==> src/rtl/dbi_cmd_seq.sv <==
// dbi_cmd_seq
//   Turns the configuration registers into a DBI byte stream for the PHY.
//   The first run after reset sends soft-reset and display-on. Every frame
//   then sends column-address set, row-address set and memory-write, and
//   forwards the pixel bytes from the upstream stream.
//
// Optional feature (compile-time macro):
//   DBI_SEQ_RST_WAIT_EN  adds a RST_WAIT_CYC-cycle pause after soft-reset.
//
// Ports
//   clk, rst_n                 clock, asynchronous active-low reset
//   addr_*_i                   command opcodes (sampled when a frame starts)
//   status_i                   bit0 = run
//   cmd_{s,e}_{col,row}_i      drawing window (sampled when a frame starts)
//   pxl_data_i/vld_i/rdy_o     upstream pixel byte stream
//   tx_data_o/dcx_o/vld_o      DBI byte stream (dcx: 0 command, 1 data)
//   tx_rdy_i                   PHY ready
//   frame_done_o               pulse on the last pixel-byte handshake
//   win_err_o                  pulse when a frame is skipped (bad window)
//
// Handshake: a byte moves when valid & ready are both high in a cycle.
// Valid never drops and data/dcx never change until that happens.
module dbi_cmd_seq #(
    parameter int DATA_W       = 8,
    parameter int PXL_BYTES    = 2,
    parameter int RST_WAIT_CYC = 120
) (
    input  logic              clk,
    input  logic              rst_n,
    input  logic [DATA_W-1:0] addr_soft_rst_i,
    input  logic [DATA_W-1:0] addr_disp_on_i,
    input  logic [DATA_W-1:0] addr_col_i,
    input  logic [DATA_W-1:0] addr_row_i,
    input  logic [DATA_W-1:0] addr_mem_wr_i,
    input  logic [DATA_W-1:0] status_i,
    input  logic [DATA_W-1:0] cmd_s_col_i,
    input  logic [DATA_W-1:0] cmd_e_col_i,
    input  logic [DATA_W-1:0] cmd_s_row_i,
    input  logic [DATA_W-1:0] cmd_e_row_i,
    input  logic [DATA_W-1:0] pxl_data_i,
    input  logic              pxl_vld_i,
    output logic              pxl_rdy_o,
    output logic [DATA_W-1:0] tx_data_o,
    output logic              tx_dcx_o,
    output logic              tx_vld_o,
    input  logic              tx_rdy_i,
    output logic              frame_done_o,
    output logic              win_err_o
);

    typedef enum logic [3:0] {
        IDLE, SRST, RST_WAIT, DON, CCMD, CPAR, RCMD, RPAR, MCMD, PIXEL
    } state_e;

    state_e            state_q, state_d;
    logic              init_done_q, init_done_d;
    logic [16:0]       cnt_q, cnt_d;
    logic [1:0]        idx_q, idx_d;
    logic [DATA_W-1:0] op_don_q, op_don_d, op_col_q, op_col_d;
    logic [DATA_W-1:0] op_row_q, op_row_d, op_mwr_q, op_mwr_d;
    logic [DATA_W-1:0] s_col_q, s_col_d, e_col_q, e_col_d;
    logic [DATA_W-1:0] s_row_q, s_row_d, e_row_q, e_row_d;
    logic [DATA_W-1:0] tx_data_q, tx_data_d;
    logic              tx_dcx_q, tx_dcx_d, tx_vld_q, tx_vld_d;
    logic              win_err_q, win_err_d;

`ifdef DBI_SEQ_RST_WAIT_EN
    localparam int WAIT_W = $clog2(RST_WAIT_CYC + 1);
    logic [WAIT_W-1:0] wait_q, wait_d;
`else
    localparam int unused_rst_wait_cyc = RST_WAIT_CYC;
`endif

    logic              run, tx_hs, pxl_hs, win_bad, start_frame, frame_done;
    logic [DATA_W:0]   col_n, row_n;
    logic [2*DATA_W+1:0] pix_n;
    logic [16:0]       cnt_load;
    logic              unused_status;

    assign run           = status_i[0];
    assign unused_status = ^status_i[DATA_W-1:1];
    assign tx_hs         = tx_vld_q & tx_rdy_i;
    assign pxl_hs        = pxl_vld_i & tx_rdy_i;
    assign win_bad       = (cmd_e_col_i < cmd_s_col_i) || (cmd_e_row_i < cmd_s_row_i);

    // Factors are one bit wider than the coordinates so a full 0..max
    // window (max+1 pixels) does not wrap.
    assign col_n    = {1'b0, e_col_q} - {1'b0, s_col_q} + {{DATA_W{1'b0}}, 1'b1};
    assign row_n    = {1'b0, e_row_q} - {1'b0, s_row_q} + {{DATA_W{1'b0}}, 1'b1};
    assign pix_n    = {{(DATA_W+1){1'b0}}, col_n} * {{(DATA_W+1){1'b0}}, row_n};
    assign cnt_load = 17'(32'(pix_n) * 32'(PXL_BYTES) - 32'd1);

    // Address parameter bytes: 0x00, start, 0x00, end.
    function automatic logic [DATA_W-1:0] par_byte(input logic [1:0] idx,
                                                   input logic [DATA_W-1:0] s,
                                                   input logic [DATA_W-1:0] e);
        logic [DATA_W-1:0] b;
        b = '0;
        if (idx == 2'd1) b = s;
        else if (idx == 2'd3) b = e;
        return b;
    endfunction

    always_comb begin
        state_d     = state_q;
        init_done_d = init_done_q;
        cnt_d       = cnt_q;
        idx_d       = idx_q;
        op_don_d    = op_don_q;
        op_col_d    = op_col_q;
        op_row_d    = op_row_q;
        op_mwr_d    = op_mwr_q;
        s_col_d     = s_col_q;
        e_col_d     = e_col_q;
        s_row_d     = s_row_q;
        e_row_d     = e_row_q;
        tx_data_d   = tx_data_q;
        tx_dcx_d    = tx_dcx_q;
        tx_vld_d    = tx_vld_q;
        win_err_d   = 1'b0;
        start_frame = 1'b0;
        frame_done  = 1'b0;
`ifdef DBI_SEQ_RST_WAIT_EN
        wait_d      = wait_q;
`endif
        case (state_q)
            IDLE: start_frame = run;
            SRST: if (tx_hs) begin
`ifdef DBI_SEQ_RST_WAIT_EN
                state_d  = RST_WAIT;
                wait_d   = '0;
                tx_vld_d = 1'b0;
`else
                state_d   = DON;
                tx_data_d = op_don_q;
                tx_dcx_d  = 1'b0;
                tx_vld_d  = 1'b1;
`endif
            end
`ifdef DBI_SEQ_RST_WAIT_EN
            RST_WAIT: begin
                if (wait_q == WAIT_W'(RST_WAIT_CYC - 1)) begin
                    state_d   = DON;
                    tx_data_d = op_don_q;
                    tx_dcx_d  = 1'b0;
                    tx_vld_d  = 1'b1;
                end else begin
                    wait_d = wait_q + WAIT_W'(1);
                end
            end
`endif
            DON: if (tx_hs) begin
                init_done_d = 1'b1;
                state_d     = CCMD;
                tx_data_d   = op_col_q;
                tx_dcx_d    = 1'b0;
            end
            CCMD, RCMD: if (tx_hs) begin
                state_d   = (state_q == CCMD) ? CPAR : RPAR;
                idx_d     = 2'd0;
                tx_data_d = '0;
                tx_dcx_d  = 1'b1;
            end
            CPAR: if (tx_hs) begin
                if (idx_q == 2'd3) begin
                    state_d   = RCMD;
                    tx_data_d = op_row_q;
                    tx_dcx_d  = 1'b0;
                end else begin
                    idx_d     = idx_q + 2'd1;
                    tx_data_d = par_byte(idx_q + 2'd1, s_col_q, e_col_q);
                end
            end
            RPAR: if (tx_hs) begin
                if (idx_q == 2'd3) begin
                    state_d   = MCMD;
                    tx_data_d = op_mwr_q;
                    tx_dcx_d  = 1'b0;
                end else begin
                    idx_d     = idx_q + 2'd1;
                    tx_data_d = par_byte(idx_q + 2'd1, s_row_q, e_row_q);
                end
            end
            MCMD: if (tx_hs) begin
                state_d  = PIXEL;
                cnt_d    = cnt_load;
                tx_vld_d = 1'b0;   // pixel phase drives the outputs directly
            end
            PIXEL: if (pxl_hs) begin
                if (cnt_q == '0) begin
                    frame_done = 1'b1;
                    if (run) start_frame = 1'b1;
                    else     state_d     = IDLE;
                end else begin
                    cnt_d = cnt_q - 17'd1;
                end
            end
            default: state_d = IDLE;
        endcase

        // Frame start: check the live window, then snapshot everything so
        // later register writes only affect the next frame.
        if (start_frame) begin
            if (win_bad) begin
                win_err_d = 1'b1;
                state_d   = IDLE;
                tx_vld_d  = 1'b0;
            end else begin
                op_don_d  = addr_disp_on_i;
                op_col_d  = addr_col_i;
                op_row_d  = addr_row_i;
                op_mwr_d  = addr_mem_wr_i;
                s_col_d   = cmd_s_col_i;
                e_col_d   = cmd_e_col_i;
                s_row_d   = cmd_s_row_i;
                e_row_d   = cmd_e_row_i;
                state_d   = init_done_q ? CCMD : SRST;
                tx_data_d = init_done_q ? addr_col_i : addr_soft_rst_i;
                tx_dcx_d  = 1'b0;
                tx_vld_d  = 1'b1;
            end
        end
    end

    always_ff @(posedge clk or negedge rst_n) begin
        if (!rst_n) begin
            state_q     <= IDLE;
            init_done_q <= 1'b0;
            cnt_q       <= '0;
            idx_q       <= '0;
            op_don_q    <= '0;
            op_col_q    <= '0;
            op_row_q    <= '0;
            op_mwr_q    <= '0;
            s_col_q     <= '0;
            e_col_q     <= '0;
            s_row_q     <= '0;
            e_row_q     <= '0;
            tx_data_q   <= '0;
            tx_dcx_q    <= 1'b0;
            tx_vld_q    <= 1'b0;
            win_err_q   <= 1'b0;
        end else begin
            state_q     <= state_d;
            init_done_q <= init_done_d;
            cnt_q       <= cnt_d;
            idx_q       <= idx_d;
            op_don_q    <= op_don_d;
            op_col_q    <= op_col_d;
            op_row_q    <= op_row_d;
            op_mwr_q    <= op_mwr_d;
            s_col_q     <= s_col_d;
            e_col_q     <= e_col_d;
            s_row_q     <= s_row_d;
            e_row_q     <= e_row_d;
            tx_data_q   <= tx_data_d;
            tx_dcx_q    <= tx_dcx_d;
            tx_vld_q    <= tx_vld_d;
            win_err_q   <= win_err_d;
        end
    end

`ifdef DBI_SEQ_RST_WAIT_EN
    always_ff @(posedge clk or negedge rst_n) begin
        if (!rst_n) wait_q <= '0;
        else        wait_q <= wait_d;
    end
`endif

    assign tx_data_o    = (state_q == PIXEL) ? pxl_data_i : tx_data_q;
    assign tx_dcx_o     = (state_q == PIXEL) ? 1'b1       : tx_dcx_q;
    assign tx_vld_o     = (state_q == PIXEL) ? pxl_vld_i  : tx_vld_q;
    assign pxl_rdy_o    = (state_q == PIXEL) & tx_rdy_i;
    assign frame_done_o = frame_done;
    assign win_err_o    = win_err_q;

endmodule

==> config.mk <==
export PLATFORM = sky130hd
export DESIGN_NAME = dbi_cmd_seq
export DESIGN_NICKNAME = d
export VERILOG_FILES = /design/src/rtl/dbi_cmd_seq.sv
export SDC_FILE = /design/constraint.sdc
export NUM_CORES = 1
export LEC_CHECK = 0
export CAP_MARGIN = 20
export CORE_ASPECT_RATIO = 1.4
export CORE_MARGIN = 5
export CORE_UTILIZATION = 30
export DETAILED_ROUTE_END_ITERATION = 10
export SLEW_MARGIN = 20
export SYNTH_ARGS = -nofsm -noshare
export SYNTH_HDL_FRONTEND = slang
export SYNTH_SLANG_ARGS = --single-unit
==> constraint.sdc <==
create_clock -name clk -period 6.6 [get_ports clk]
set_input_delay 0.66 -clock clk [delete_from_list [all_inputs] [get_ports clk]]
set_output_delay 0.66 -clock clk [all_outputs]
set_load 0.03 [all_outputs]
==> flow_summary.ini, run 1 <==
[status]
outcome = completed

[place]
port_buffers = 97
dp_hpwl_mm = 20.7
gp_congestion = 0.890
dpl-instance-area_sq_um = 11300

[setup_path]
cp.depth = 28
crit_family = adder cells
end_kind = register
crit_fanout = 6
crit_top_cell = fa_1
arrival_ps = 6700
regToRegSetupSlack_ps = 150
worstSetupPathType = reg2reg
critPathLaunchType = register
critPathBufInv = 8
r2r_cells = 28
slowest_stage = fa_1
critPathLaunch = s_col_q[1]$_DFFE_PN0P_
r2r-end = cnt_q[15]$_DFFE_PN0P_
endpoint = cnt_q[15]$_DFFE_PN0P_
max_stage_delay_ps = 550
required_ps = 6850
worstReg2RegStart = s_col_q[1]$_DFFE_PN0P_

[clocking]
clock_path_buffers = 2
cts_made_buffers = 9
clock-root-buffer = clkbuf_16
clock_sinks = 99
insertion_delay_ps = 360
clk_pin_slew_ps = 80
cts_tree = yes
cts_max_level = 3

[synth]
synth_flop_cell = dfrtp_1
synth_most_common_cell = inv_1
synth-edff-count = 0
syn_inst = 989
ys_ff_latch = 99
yosysWarnings = 0
async_reset_ff_share_pct = 100
synth_cell_type_count = 68
synth_nets = 1212
synth_top_area_cell = dfrtp_1
ys_seq_area_share_pct = 27.0
synthTopCellsByArea = dfrtp_1, fa_1, ha_1, inv_1, nand2_1
netlist.area_leader.share_pct = 27.0
syn_avg_cell_area_sq_um = 9.28
synth_area_sq_um = 9180
netlist_top_cells_count = inv_1, nand2_1, dfrtp_1, ha_1, nor2_1

[sta]
rsz0062_at_grt = true
hold_viol = 0
period_minus_slack_ps = 6450
fin_worst_skew_ps = 15.1
relSlewSlack_pct = 42.2
worstMarginPinSlew_ps = 867
slew_viol_final = 0
setup_viol = 0
clock.fmax_ghz = 0.155
finalCritPeriodShare_pct = 97.7
fin_setup_tns_ps = 0
timing.hold.ws_ps = 268

[layout]
layout-drive-gt1-share_pct = 21.9
n_antenna_cell = 0
design_area_sq_um = 12200
layout.nets = 1401
area_delta_synth_final_pct = 33.0
post-route-util_pct = 40.5

[floorplan]
die_y_um = 217
core-area_sq_um = 30100
die_w_um = 158
io_pins = 105
rows = 75
start_util_pct = 30.5
die-area_sq_um = 34200

[global_routing]
grt_use_met2_pct = 28.7
grt_overflow = 0
grt_pass1_vias = 8267
grt_antenna_before_repair = 0
grt_busiest_layer = met2
grt_use_met3_pct = 1.79
grt_use_met1_pct = 17.8
grt_max_degree = 64
grt_util_all_layers_pct = 15.5
grt_pass1_wl_mm = 42.6

[routing]
firstDrtPassIters = 5
wl_per_cell_um = 16.8
vias_per_cell = 4.97
drt-initial-drc-count = 330
routed_wl_mm = 26.3
drtAntennaViolNets = 0
route.detailed.drc = 0
vias = 7794

[min_path]
min_path_type = in2async

[job]
cap_viol_max_count = 0
state kept, by name (all words and copies together) (netlist names):
register,flops
s_row_q,8
s_col_q,8
e_col_q,8
idx_q,2
op_mwr_q,8
tx_data_q,8
e_row_q,8
tx_vld_q,1
tx_dcx_q,1
win_err_o,1
cnt_q,17
op_row_q,8
op_don_q,8
init_done_q,1
op_col_q,8
state_q,4
cell usage in the layout, fill, tap and decap left out, types with 8 or more instances in the layout:
master / instances
a21o_1: 14
a21oi_1: 29
a221oi_1: 8
a22o_1: 19
a22oi_1: 9
a2bb2oi_1: 8
and2_1: 13
buf_4: 118
clkbuf_16: 9
clkdlybuf4s50_1: 96
dfrtp_1: 99
fa_1: 49
ha_1: 65
ha_4: 14
inv_1: 119
inv_2: 11
mux2_1: 27
mux2_2: 25
mux2i_1: 28
nand2_1: 98
nand2b_1: 21
nand3_1: 8
nor2_1: 59
nor3_1: 19
o211ai_1: 11
o21ai_0: 21
o221ai_1: 10
o22ai_1: 15
xnor2_1: 13
xor2_1: 14
routing by layer:
layer	up-vias	wire length [um]
met5	-	0
met2	149	13900
met3	38	818
met1	3819	10500
met4	0	1090
li1	3788	-
worst min-delay path by stage:
stage | startpoint | to | slack (ps) | cells past startpoint
global route | rst_n | e_row_q[4]$_DFFE_PN0P_ | 310 | 1
CTS | rst_n | e_col_q[4]$_DFFE_PN0P_ | 270 | 1
floorplan | rst_n | cnt_q[0]$_DFFE_PN0P_ | 360 | 0
finish | rst_n | s_col_q[3]$_DFFE_PN0P_ | 270 | 1
global placement | op_don_q[4]$_DFFE_PN0P_ | op_don_q[4]$_DFFE_PN0P_ | 470 | 1
detailed placement | op_don_q[5]$_DFFE_PN0P_ | op_don_q[5]$_DFFE_PN0P_ | 480 | 1
repair_timing:
item	CTS	global route
pin swaps	13	66
setup endpoints to repair	5	7
hold endpoints to repair	0	0
setup buffers	2	15
gates resized for setup	25	71
hold buffers	0	0
through the flow:
stage / worst slack [ps] / cells
after global routing: -191 / 1568
after floorplan: 15.0 / 989
final: 153 / 1568
after CTS: -18.1 / 1554
after global placement: -230 / 1536
after detailed placement: -315 / 1536
worst register-to-register path: cells and delay by family, from the launching register on:
family,cells,cell delay [ps]
buffers and inverters,8,760
and+or+nand+nor,4,530
DFF,1,420
AOI/OAI and AO/OA,6,1300
adders and majority gates,7,2850
xor gates and xnor gates,3,490
logic make-up after synthesis:
group	count (synthesis)	share of synthesized area, %
adders and majority gates	131	22.0
buffers and inverters	172	7.52
DFF	99	27.0
muxes	80	9.43
and+or+nand+nor	274	14.9
xor gates and xnor gates	39	4.02
AOI/OAI and AO/OA	194	15.1
final cells by class:
class,count,area [sq um]
inverters,130,488
clock buffers,10,239
flip-flops and latches,99,2480
well taps,385,482
repair buffers,220,1910
clock inverters,6,71.3
multi-input cells,718,6540
fillers,2984,17900
Power of run 1 is not shown: default switching activity piles up to over one toggle a cycle in this logic, so the estimate is an artifact.
==> run 2, diff against run 1 <==
--- a/config.mk
+++ b/config.mk
@@ -8,8 +8,9 @@
 export CAP_MARGIN = 20
 export CORE_ASPECT_RATIO = 1.4
 export CORE_MARGIN = 5
-export CORE_UTILIZATION = 30
+export CORE_UTILIZATION = 45
 export DETAILED_ROUTE_END_ITERATION = 10
+export PLACE_DENSITY = 0.69
 export SLEW_MARGIN = 20
 export SYNTH_ARGS = -nofsm -noshare
 export SYNTH_HDL_FRONTEND = slang
==> run 2 against run 1 <==
  * Via count increased by 0.99%
  * Design area is 3.5% lower
  * Fmax fell by 1.6%
  * Critical path type unchanged
  * Critical endpoint is now cnt_q[16]$_DFFE_PN0P_
  * Largest cell class unchanged
  * Highest routed layer unchanged
==> flow_summary.ini, run 2 (same netlist as run 1, synthesis figures left out) <==
[global_routing]
grt_max_degree = 67
grt_util_all_layers_pct = 21.1
grt_overflow = 0
grt_pass1_vias = 8315
grt_pass1_wl_mm = 39.3
grt_antenna_before_repair = 0

[layout]
mostFrequentLayoutCells = inv_1, buf_4, dfrtp_1, nand2_1, clkdlybuf4s50_1
largest_reg_flops = 17
area_delta_synth_final_pct = 28.3
post-route-util_pct = 58.9
layout-drive-gt1-share_pct = 20.2
fillers = 1741
n_antenna_cell = 0
layout.nets = 1388
top_register = cnt_q
final_common_cell = inv_1
design_area_sq_um = 11800

[routing]
vias = 7871
wl_per_cell_um = 17.1
routed_wl_mm = 24.4
drt-initial-drc-count = 279
vias_per_cell = 5.54
route.detailed.drc = 0
drtAntennaViolNets = 0
firstDrtPassIters = 5

[clocking]
clk_pin_slew_ps = 80
clock_path_buffers = 2
cts_max_level = 3
cts_tree = yes
cts_hold_buffers = 0
clock_sinks = 99
clock-root-buffer = clkbuf_16
insertion_delay_ps = 350
cts_made_buffers = 9

[place]
gp_congestion = 0.926
place_ws_ps = -418
port_buffers = 97
dp_hpwl_mm = 19.1
dpl-instance-area_sq_um = 11000

[floorplan]
io_pins = 105
die_w_um = 131
rows = 61
core-area_sq_um = 20000
die_y_um = 179
start_util_pct = 45.9
die-area_sq_um = 23400

[sta]
timing.hold.ws_ps = 229
fin_worst_skew_ps = 15.5
period_minus_slack_ps = 6550
rsz0062_at_grt = true
clock.fmax_ghz = 0.153
setup_viol = 0
hold_viol = 0
relSlewSlack_pct = 30.6
worstMarginPinSlew_ps = 1040
finalCritPeriodShare_pct = 99.2
slew_viol_final = 0
final.setup.worst_slack_ps = 50.1

[setup_path]
crit_fanout = 5
max_stage_delay_ps = 550
critPathBufInv = 7
critPathLaunchType = register
arrival_ps = 6830
required_ps = 6880
end_kind = register
worstSetupPathType = reg2reg
slowest_stage = fa_1
crit_family = adder cells

[status]
outcome = completed

[job]
cap_viol_max_count = 0

[min_path]
min_path_type = in2async
-- run 2: cell count changes in the layout (fill, tap and decap cells not counted), sizes merged --
| cell | delta |
|---|---|
| buf | -13 |
| bufinv | -1 |
| clkbuf | -1 |
| clkinv | +1 |
| inv | +1 |
-- run 2: layout make-up --
class,instances,area (sq um),share of cell area (%)
Clock buffer,9,225,1.91
Clock inverter,7,55.1,0.467
Inverter,130,488,4.14
Multi-Input combinational cell,718,6420,54.5
Sequential cell,99,2480,21.0
Tap cell,252,315,2.68
Timing Repair Buffer,207,1800,15.3
-- run 2: repair_timing --
item,4_1_cts,5_1_grt
endpoints found under the setup margin,5,6
resized for setup,17,64
pin swaps,17,65
setup buffers,6,14
gates cloned,0,0
-- run 2: final timing paths --
check / startpoint / to / slack [ps] / cells after the start
worst max register to register: s_row_q[1]$_DFFE_PN0P_ / cnt_q[16]$_DFFE_PN0P_ / 50 / 28
max in group asynchronous: rst_n / cnt_q[14]$_DFFE_PN0P_ / 5120 / 2
worst max-delay path: s_row_q[1]$_DFFE_PN0P_ / cnt_q[16]$_DFFE_PN0P_ / 50 / 28
min in group clk: op_don_q[6]$_DFFE_PN0P_ / op_don_q[6]$_DFFE_PN0P_ / 500 / 1
worst min register to register: op_don_q[6]$_DFFE_PN0P_ / op_don_q[6]$_DFFE_PN0P_ / 500 / 1
worst min-delay path: rst_n / op_row_q[7]$_DFFE_PN0P_ / 230 / 1
-- run 2: routing by layer --
| layer | vias to the layer above | global-route usage [%] | routed length [um] |
|---|---|---|---|
| met3 | 69 | 2.92 | 893 |
| met1 | 3834 | 23.6 | 9420 |
| li1 | 3768 | - | - |
| met2 | 200 | 37.5 | 12600 |
| met5 | - | 0 | 0 |
| met4 | 0 | 12.8 | 1450 |
-- run 2: through the flow --
stage,TNS [ps],std cells
finish,0,1422
global route,-729,1422
CTS,0,1408
detailed placement,-1190,1386
global placement,-614,1386
floorplan,0,989
Power of run 2 is left out for the same reason.
